**config.mk**
```make
export PLATFORM = sky130hd
export DESIGN_NAME = pipeline_hazard_controller
export DESIGN_NICKNAME = d
export VERILOG_FILES = /design/src/rtl/pipeline_hazard_controller.sv
export SDC_FILE = /design/constraint.sdc
export NUM_CORES = 1
export LEC_CHECK = 0
export BUFFER_PORTS_ARGS = -buffer_cell sky130_fd_sc_hd__buf_2
export CAP_MARGIN = 25
export CORE_MARGIN = 5
export CORE_UTILIZATION = 48
export DETAILED_ROUTE_END_ITERATION = 8
export PLACE_DENSITY = 0.72
export SLEW_MARGIN = 10
export SYNTH_ARGS = -nofsm -noshare
export SYNTH_HDL_FRONTEND = slang
export SYNTH_SLANG_ARGS = --single-unit
```
**constraint.sdc**
```tcl
create_clock -name clock -period 3.5 [get_ports clock]
set_clock_uncertainty 0.05 [all_clocks]
set_input_delay 0 -clock clock [delete_from_list [all_inputs] [get_ports clock]]
set_output_delay 0 -clock clock [all_outputs]
set_load 0.05 [all_outputs]
```
**src/rtl/pipeline_hazard_controller.sv**
```systemverilog
// Stall/flush sequencer for the 5-stage pipeline: load-use bubbles, branch redirect flushes, memory freeze with timeout.
// Optional HAZARD_PERF_COUNTERS_EN adds stallCycles/flushCount/bubbleCount event counters.
module pipeline_hazard_controller #(
  parameter int unsigned FLUSH_CYCLES = 1,
  parameter int unsigned MEM_TIMEOUT  = 255
) (
  input  logic        clock,
  input  logic        reset,
  input  logic [4:0]  decodeRs1,
  input  logic [4:0]  decodeRs2,
  input  logic        decodeUsesRs1,
  input  logic        decodeUsesRs2,
  input  logic [4:0]  executeRd,
  input  logic        executeMemoryReadEnable,
  input  logic        branchTaken,
  input  logic        memoryBusy,
  output logic        pcWriteEnable,
  output logic        fetchDecodeWriteEnable,
  output logic        fetchDecodeFlush,
  output logic        decodeExecuteFlush,
  output logic        backEndWriteEnable,
  output logic [1:0]  controllerState,
  output logic        memoryTimeout
`ifdef HAZARD_PERF_COUNTERS_EN
  ,
  output logic [31:0] stallCycles,
  output logic [31:0] flushCount,
  output logic [31:0] bubbleCount
`endif
);

  localparam logic [1:0] RUN      = 2'd0;
  localparam logic [1:0] MEM_WAIT = 2'd1;
  localparam logic [1:0] FLUSH    = 2'd2;

  localparam logic [3:0]  FLUSH_RELOAD = 4'(FLUSH_CYCLES - 1);
  localparam logic [15:0] TIMEOUT_MAX  = 16'(MEM_TIMEOUT);
  localparam logic [15:0] TIMEOUT_PRE  = 16'(MEM_TIMEOUT - 1);

  logic [1:0]  state, state_n;
  logic [3:0]  flush_cnt, flush_cnt_n;
  logic [15:0] busy_cnt;
  logic        timeout_q;
  logic        load_use;
  logic        in_flush;
  logic        redirect;
  logic        bubble;

  assign load_use = executeMemoryReadEnable && (executeRd != 5'd0) &&
                    ((decodeUsesRs1 && (decodeRs1 == executeRd)) ||
                     (decodeUsesRs2 && (decodeRs2 == executeRd)));

  // MEM_WAIT with memory ready behaves as RUN, so only FLUSH needs distinguishing.
  assign in_flush = (state == FLUSH);
  assign redirect = !memoryBusy && (branchTaken || in_flush);
  assign bubble   = !memoryBusy && !branchTaken && !in_flush && load_use;

  always_comb begin
    pcWriteEnable          = 1'b1;
    fetchDecodeWriteEnable = 1'b1;
    fetchDecodeFlush       = 1'b0;
    decodeExecuteFlush     = 1'b0;
    backEndWriteEnable     = 1'b1;
    if (reset) begin
      pcWriteEnable          = 1'b0;
      fetchDecodeWriteEnable = 1'b0;
      backEndWriteEnable     = 1'b0;
      fetchDecodeFlush       = 1'b1;
      decodeExecuteFlush     = 1'b1;
    end else if (memoryBusy) begin
      pcWriteEnable          = 1'b0;
      fetchDecodeWriteEnable = 1'b0;
      backEndWriteEnable     = 1'b0;
    end else if (redirect) begin
      fetchDecodeFlush       = 1'b1;
      decodeExecuteFlush     = 1'b1;
    end else if (bubble) begin
      pcWriteEnable          = 1'b0;
      fetchDecodeWriteEnable = 1'b0;
      decodeExecuteFlush     = 1'b1;
    end
  end

  always_comb begin
    state_n     = RUN;
    flush_cnt_n = flush_cnt;
    if (memoryBusy) begin
      state_n = in_flush ? FLUSH : MEM_WAIT;
    end else if (branchTaken) begin
      // A branch seen while already flushing restarts the full flush window.
      if (FLUSH_CYCLES > 1) begin
        state_n     = FLUSH;
        flush_cnt_n = FLUSH_RELOAD;
      end else begin
        state_n     = RUN;
        flush_cnt_n = 4'd0;
      end
    end else if (in_flush) begin
      flush_cnt_n = flush_cnt - 4'd1;
      state_n     = (flush_cnt == 4'd1) ? RUN : FLUSH;
    end
  end

  always_ff @(posedge clock) begin
    if (reset) begin
      state     <= RUN;
      flush_cnt <= 4'd0;
      busy_cnt  <= 16'd0;
      timeout_q <= 1'b0;
    end else begin
      state     <= state_n;
      flush_cnt <= flush_cnt_n;
      if (memoryBusy) begin
        if (busy_cnt != TIMEOUT_MAX) busy_cnt <= busy_cnt + 16'd1;
        // Sets on the edge where the counter lands on MEM_TIMEOUT.
        if (busy_cnt >= TIMEOUT_PRE) timeout_q <= 1'b1;
      end else begin
        busy_cnt <= 16'd0;
      end
    end
  end

  assign controllerState = state;
  assign memoryTimeout   = timeout_q;

`ifdef HAZARD_PERF_COUNTERS_EN
  always_ff @(posedge clock) begin
    if (reset) begin
      stallCycles <= 32'd0;
      flushCount  <= 32'd0;
      bubbleCount <= 32'd0;
    end else begin
      if (memoryBusy)                  stallCycles <= stallCycles + 32'd1;
      if (!memoryBusy && branchTaken)  flushCount  <= flushCount + 32'd1;
      if (bubble)                      bubbleCount <= bubbleCount + 32'd1;
    end
  end
`endif

endmodule

```
**After elaboration in Yosys (flattened, before gate mapping)**

Cells that the tools add are included.
Widths: inputs -> output; s select.

- Bits of input ports: 22
- Logic and storage cells: 51
- Output and inout port bits: 8
- Register bits: 23

- Reduce and logical (&&, ||, !) cells: 18
- Bitwise logic cells: 1
- $lt $le $gt $ge: 1
- Add/sub/neg operators: 2
- Muxes and demuxes: 20
- Equal/unequal tests: 5

Operators by type and width:

| operator | count |
|---|---|
| $add 16x1->16 const B | 1 |
| $ge 16x8->1 const B | 1 |
| $ne 16x8->1 const B | 1 |
| $mux 1 | 13 |
| $eq 5x5->1 | 2 |
| $mux 2 | 5 |
| $logic_and 1x1->1 | 8 |
| $mux 4 | 2 |
| $reduce_bool 5->1 | 1 |
| $eq 4x1->1 const B | 1 |
| $reduce_and 2->1 | 2 |
| $sub 4x1->4 const B | 1 |
| $logic_not 1->1 | 3 |
| $eq 2x2->1 const B | 1 |
| $logic_or 1x1->1 | 2 |
| $reduce_bool 2->1 | 1 |
| $reduce_or 2->1 | 1 |
| $not 1->1 | 1 |

**Logic depth before layout (Yosys ltp)**

Gate-level depths: netlist (run 1).

- Depth in word-level cells: 9
- Gate-level depth with buffers: 5
- Mapped depth without buffers: 5

**Least setup slack after synthesis (run 1)**

No wires, ideal clock.

- Path kind: register -> output
- Start: register state[1] (netlist: controllerState[1])
- End: output pcWriteEnable
- Path buffers: 1
- Setup slack: 0.689 ns
- Data arrival time: 2.761 ns
- Data required time: 3.450 ns
- Stages on the path, launching flop included: 5
- Cell sequence: dfxtp_1 -> nor2b_1 -> nor4b_1 -> a311oi_1 -> buf_4

- Word-level cells in the longest chain between the ends: 8
- Elaborated cells on any way between the ends: 10
- Those cells by class: 1 x eq/ne; 4 x mux; 5 x reduce/logical

Ends and longest elaborated chain:

| element | line | source |
|---|---|---|
| start: declaration | 40 | `logic [1:0] state, state_n;` |
| start signal: assignment | 111 | `state <= state_n;` |
| $eq 2x2->1 (*) | 54 | `assign in_flush = (state == FLUSH);` |
| $logic_not 1->1 | 56 | `assign bubble = !memoryBusy && !branchTaken && !in_flush && load_use;` |
| $logic_and 1x1->1 (2 in a row) | 56 |  |
| $mux 1 | - |  |
| $mux 1 (*) (3 in a row) | - |  |
| end: declaration | 17 | `output logic pcWriteEnable,` |

Every way passes the cells marked *; elsewhere a longest branch is shown, timed or not.

**Final worst setup path (run 1)**

- Start: register busy_cnt[1]
- End: register busy_cnt[8]

- Word-level cells in the longest chain between the ends: 1
- Elaborated cells on any way between the ends: 2
- Those cells by class: 1 x add/sub; 1 x eq/ne

Ends and longest elaborated chain:

| element | line | source |
|---|---|---|
| start: declaration | 42 | `logic [15:0] busy_cnt;` |
| start signal: assignment | 114 | `if (busy_cnt != TIMEOUT_MAX) busy_cnt <= busy_cnt + 16'd1;` |
| $add 16x1->16 / $ne 16x8->1 (equally long branches) | 114 |  |

Several ways; a longest one is shown, not always the timed one.
A chain may end at the register's enable or synchronous reset.

==> results of run 1 <==
==> where the power goes <==
part | internal, uW | switching, uW | leakage, uW | total (uW)
Sequential | 265 | 2.83 | 0.000186 | 268
Combinational | 28.3 | 41.0 | 0.000332 | 69.3
Clock | 44.6 | 76.4 | 0.0000150 | 121
Total | 338 | 120 | 0.000533 | 458
==> cell usage in the layout (no fill, tap or decap), types with 2 or more instances in the layout <==
cell,count
a21o_1,2
a21oi_1,11
a311oi_1,2
buf_2,29
clkbuf_4,3
dfxtp_1,23
ha_1,4
inv_1,8
nand2_1,7
nand2b_1,3
nand3_1,9
nand4_1,5
nor2_1,15
nor3_1,3
nor4_1,3
o211ai_1,2
o21ai_0,10
o311ai_0,2
o41ai_1,2
or2_2,2
or3_1,4
or3_2,4
xnor2_1,12
xor2_1,3
==> worst max-delay path, stage by stage (launching register included) <==
cell and delay [ps]:
dfxtp_1 440, ha_1 240, nand3_1 170, or2_2 370, or3_2 460, a21oi_1 170
==> cell type report <==
type,count,area share [%]
Multi-Input combinational cell,119,52.2
Sequential cell,23,31.0
Timing Repair Buffer,30,10.4
Tap cell,30,2.53
Inverter,8,2.02
Clock buffer,4,1.77
==> synthesized netlist by cell type (all sizes together) <==
cell type  instances  share of area [%]
xnor2             12                8.2
a311oi             2                1.4
or3                8                4.3
nand3              9                3.5
o22ai              1               0.49
dfxtp             23                 36
o31ai              1               0.58
nor2              16                4.9
o2111ai            1               0.68
a21oi             11                4.3
a31o               1               0.68
and4               2                1.5
o21ai             10                3.9
o211ai             2                1.2
o41ai              2                1.4
xor2               3                2.0
nand4              5                2.4
and3               1               0.49
nor4b              1               0.68
ha                 4                3.9
inv                8                2.3
nand2              7                2.0
nor4               4                3.1
o311ai             2                1.4
mux2i              1               0.78
a21o               2                1.2
nand2b             3                1.5
clkbuf             3               0.88
buf                1               0.58
nor2b              1               0.49
or4                2                1.5
or2                2               0.97
nor3               3                1.2
==> timing repair <==
item / in CTS / in global routing
hold buffers: 1 / 0
hold endpoints to repair: 3 / 0
setup endpoints to repair: 0 / 0
==> path summary, 6_finish.rpt <==
check | start | end | slack [ps]
setup reg to reg | busy_cnt[1] | busy_cnt[8] | 1520
hold / removal | branchTaken | flush_cnt[0] | 30
setup / recovery | busy_cnt[1] | busy_cnt[8] | 1520
hold reg to reg | memoryTimeout | memoryTimeout | 430
==> routing by layer <==
layer	track usage [%]	share of wire, %	up-vias
met5	0	0	-
met4	6.67	1.5	0
met3	4.34	3.4	4
met2	29.4	50	20
met1	20.7	45	560
li1	-	-	623
==> flip-flops by register name (all words and copies together), names as in the netlist <==
register / count
flush_cnt: 4
busy_cnt: 16
memoryTimeout: 1
controllerState: 2
==> per-stage QoR <==
| stage | hold slack (ps) | std cells | setup slack (ps) | utilization, % | power (uW) |
|---|---|---|---|---|---|
| after floorplan | 126 | 154 | 689 | - | 319 |
| after global placement | 220 | 209 | 1670 | 57.4 | 340 |
| after detailed placement | 225 | 209 | 1580 | 57.4 | 342 |
| after CTS | 21.5 | 214 | 1550 | 58.9 | 463 |
| after global routing | 30.4 | 214 | 1330 | 58.9 | 488 |
| final | 27.6 | 214 | 1520 | 58.9 | 458 |
==> kinds of logic after synthesis <==
group | after synthesis
compound gates | 35
xor+xnor | 15
fa+ha+maj | 4
buf+inv | 12
flops | 23
mux | 1
simple gates | 64
==> results.py, run 1 <==
metrics = {
    "run_status": {
        "status": "completed",
    },
    "logic_synthesis": {
        "synth_compound_area_share_pct": 17.0,
        "synth_top_family_by_area": "simple AND/OR/NAND/NOR gates",
        "ys_ff_latch": 23,
        "yosysUniqueCellTypes": 38,
        "yosysSeqAreaShare_pct": 35.8,
        "yosys_warnings": 0,
        "synth_mux_area_share_pct": 0.779,
        "synth_fa_ha_area_share_pct": 3.89,
        "syn_inst": 154,
        "avgSynthCellArea_um2": 8.34,
        "synth_nets": 180,
        "synth_xor_area_share_pct": 10.2,
        "synthesis.area_um2": 1280,
        "synth-simple-area-share_pct": 28.4,
    },
    "clock_tree": {
        "cts_root_buf": "clkbuf_4",
        "cts_setup_buffers": 0,
        "path_clk_slew_ps": 120,
        "cts_tree": "built",
        "numCtsBuffers": 3,
        "clk_latency_ps": 310,
        "cts_buffer_depth": 2,
        "clock-sinks": 23,
        "cts_max_level": 1,
        "post_cts_resized": 0,
    },
    "worst_setup_path": {
        "worstSetupEndpointType": "register",
        "worst-endpoint-required_ps": 3680,
        "rr_worst_depth": 5,
        "start_kind": "register",
        "crit_fanout": 6,
        "critPathKind": "register to register",
        "arrival_ps": 2160,
    },
    "die": {
        "die_h_um": 61.7,
        "num_io_pins": 30,
        "dieArea_um2": 3810,
        "core-area_um2": 2520,
        "num_rows": 18,
        "start_util_pct": 50.9,
        "die_w_um": 61.7,
    },
    "final_layout": {
        "final.fill_count": 245,
        "multi_input_area_um2": 776,
        "syn_to_final_growth_pct": 15.6,
        "fin_nets": 211,
        "antennaDiodeCount": 0,
        "drive_gt1_share_pct": 23.4,
        "fin_area_um2": 1490,
        "seq_area_um2": 460,
    },
    "routing": {
        "drc": 0,
        "drt_iter0_drc": 39,
        "wl_per_cell_um": 12.8,
        "drt_first_pass_iters": 4,
        "vias": 1207,
        "drtAntennaViolNets": 0,
        "routed_wl_mm": 2.74,
        "viasPerCell": 5.64,
    },
    "timing": {
        "period_share_pct": 56.5,
        "setup_tns_ps": 0,
        "finalHoldViolations": 0,
        "fmax_mhz": 506,
        "finalWorstPathRequiredPeriod_ps": 1980,
        "rsz0062_at_grt": "no",
        "slew_headroom_pct": 55.3,
        "finalSetupViolCount": 0,
        "tightest_slew_ps": 671,
        "finalMaxSlewViolations": 0,
    },
    "worst_hold_path": {
        "holdPathStages": 4,
        "hp-class": "input port to register",
    },
    "placement": {
        "hpwl_mm": 2.12,
        "dpl_cell_area_um2": 1450,
        "gp_congestion": 0.840,
        "io_buffers": 29,
    },
    "global_routing": {
        "grt_max_degree": 18,
        "grt_pass1_vias": 1163,
        "grt_pass1_wl_mm": 4.95,
        "grt_use_total_pct": 17.2,
        "grt_overflow": 0,
        "grt_antenna_before_repair": 0,
    },
    "power": {
        "p_leak_uw": 0.000533,
        "powerDensity_nw_per_um2": 308,
        "irDropWorstVdd_v": 0.000209,
    },
    "job": {
        "drv_cap": 0,
    },
}
No activity file was read; power rests on OpenSTA's default activity.
==> run 2: changes to the inputs <==
--- a/config.mk
+++ b/config.mk
@@ -8,9 +8,9 @@
 export BUFFER_PORTS_ARGS = -buffer_cell sky130_fd_sc_hd__buf_2
 export CAP_MARGIN = 25
 export CORE_MARGIN = 5
-export CORE_UTILIZATION = 48
+export CORE_UTILIZATION = 47
 export DETAILED_ROUTE_END_ITERATION = 8
-export PLACE_DENSITY = 0.72
+export PLACE_DENSITY = 0.74
 export SLEW_MARGIN = 10
 export SYNTH_ARGS = -nofsm -noshare
 export SYNTH_HDL_FRONTEND = slang
==> constraint.sdc (replaced) <==
create_clock -name clock -period 1.75 [get_ports clock]
set_clock_uncertainty 0.05 [all_clocks]
set_input_delay 0 -clock clock [delete_from_list [all_inputs] [get_ports clock]]
set_output_delay 0 -clock clock [all_outputs]
set_load 0.05 [all_outputs]
==> run 2 against run 1 <==
Effect of this change: count of clock-buffer cells in the layout shrank 1; sequential share of layout area shrank 2.5 points; routed wire length rose by 10%; fmax up 16%; largest power group unchanged; register-to-register slack lost 1500 ps; final cell count grew 5.1%; global-route usage about the same; design area up 9.9%; critical path depth is the same; core utilization up 1.9 points.
==> results.py, run 2 (synthesized netlist as in run 1, its figures left out) <==
metrics = {
    "run_status": {
        "status": "completed",
    },
    "final_layout": {
        "largest_reg_flops": 16,
        "antennaDiodeCount": 0,
        "fin_nets": 221,
        "seq_area_um2": 465,
        "multi_input_area_um2": 831,
        "final.fill_count": 237,
        "finalNonFillerCells": 225,
        "final_common_cell": "buf_2",
        "layout_common_cells": "buf_2, dfxtp_1, nor2_1, xnor2_1, a21oi_1",
        "syn_to_final_growth_pct": 27.0,
        "drive_gt1_share_pct": 34.0,
        "top_register": "busy_cnt",
    },
    "timing": {
        "fmax_mhz": 587,
        "tightest_slew_ps": 308,
        "finalSetupViolCount": 0,
        "finalHoldViolations": 0,
        "finalWorstPathRequiredPeriod_ps": 1700,
        "period_share_pct": 97.4,
        "slew_headroom_pct": 79.2,
        "finalMaxSlewViolations": 0,
        "rsz0062_at_grt": "yes",
    },
    "clock_tree": {
        "clock-sinks": 23,
        "cts_buffer_depth": 2,
        "cts_max_level": 1,
        "cts_tree": "built",
        "path_clk_slew_ps": 130,
        "numCtsBuffers": 3,
        "cts_root_buf": "clkbuf_4",
        "clk_latency_ps": 310,
    },
    "worst_setup_path": {
        "crit_fanout": 6,
        "worst-endpoint-required_ps": 1950,
        "arrival_ps": 1900,
        "critPathKind": "register to register",
        "start_kind": "register",
        "worstSetupEndpointType": "register",
    },
    "power": {
        "p_leak_uw": 0.000596,
        "powerDensity_nw_per_um2": 576,
        "power_uw": 939,
        "irDropWorstVdd_v": 0.000528,
    },
    "global_routing": {
        "grt_antenna_before_repair": 0,
        "grt_use_total_pct": 17.3,
        "grt_pass1_vias": 1295,
        "grt_max_degree": 17,
        "grt_overflow": 0,
        "grt_pass1_wl_mm": 5.60,
    },
    "placement": {
        "hpwl_mm": 2.42,
        "io_buffers": 29,
        "gp_congestion": 0.824,
        "dpl.cell_count": 220,
    },
    "routing": {
        "drt_first_pass_iters": 4,
        "drc": 0,
        "routed_wl_mm": 3.02,
        "wl_per_cell_um": 13.4,
        "vias": 1255,
        "viasPerCell": 5.58,
        "drtAntennaViolNets": 0,
        "drt_iter0_drc": 33,
    },
    "die": {
        "num_rows": 19,
        "die_w_um": 62.3,
        "die_h_um": 62.3,
        "dieArea_um2": 3880,
        "core-area_um2": 2690,
        "start_util_pct": 47.8,
        "num_io_pins": 30,
    },
    "job": {
        "drv_cap": 0,
    },
    "worst_hold_path": {
        "hp-class": "input port to register",
    },
}
[run 2: final timing paths]
check                start             to  slack (ps)  cells past startpoint
min reg2reg  memoryTimeout  memoryTimeout         430                      2
max            busy_cnt[0]    busy_cnt[8]          50                      5
max reg2reg    busy_cnt[0]    busy_cnt[8]          50                      5
min            branchTaken   flush_cnt[3]          70                      3
[run 2: stage by stage]
step / setup slack [ps] / setup TNS, ps / cell area (um^2) / hold WS (ps) / utilization, %
3_3_place_gp: 78.0 / 0 / 1560 / 250 / 58.1
5_1_grt: -42.7 / -83.1 / 1630 / 82.0 / 60.7
4_1_cts: 5.33 / 0 / 1610 / 49.2 / 59.9
3_5_place_dp: 9.06 / 0 / 1560 / 258 / 58.1
6_report: 45.3 / 0 / 1630 / 71.5 / 60.7
2_1_floorplan: -7.38 / -7.38 / 1330 / 11.0 / -
[run 2: final cells by class]
| cell class | instances | area share [%] |
|---|---|---|
| Tap cell | 31 | 2.38 |
| Clock buffer | 3 | 1.38 |
| Clock inverter | 1 | 0.307 |
| Timing Repair Buffer | 40 | 14.6 |
| Multi-Input combinational cell | 119 | 50.9 |
| Sequential cell | 23 | 28.5 |
| Inverter | 8 | 1.84 |
[run 2: routing by layer]
layer | GRT usage [%] | part of all wire, % | up-vias | routed length (um)
met1 | 19.4 | 41 | 585 | 1250
met5 | 0 | 0 | - | 0
li1 | - | - | 644 | -
met2 | 30.7 | 53 | 20 | 1610
met4 | 5.31 | 1.9 | 0 | 56
met3 | 5.41 | 3.5 | 6 | 107
[run 2: critical path: stages, from the launching register on]
cell and delay [ps]:
dfxtp_2 370, ha_2 190, nand3_2 130, or2_4 290
or3_2 450, a21oi_1 160
[run 2: what timing repair did]
| item | 4_1_cts | 5_1_grt |
|---|---|---|
| pin swaps | 0 | 0 |
| hold buffers | 1 | 0 |
| gates resized for setup | 3 | 8 |
| endpoints found under the hold margin | 3 | 0 |
| setup endpoints to repair | 2 | 9 |
| buffers inserted | 0 | 0 |
[run 2: report_power, final]
part           leakage (uW)  switching, uW  internal [uW]
Sequential         0.000188           5.52            531
Clock             0.0000177            163           85.5
Combinational      0.000391           90.4           64.5
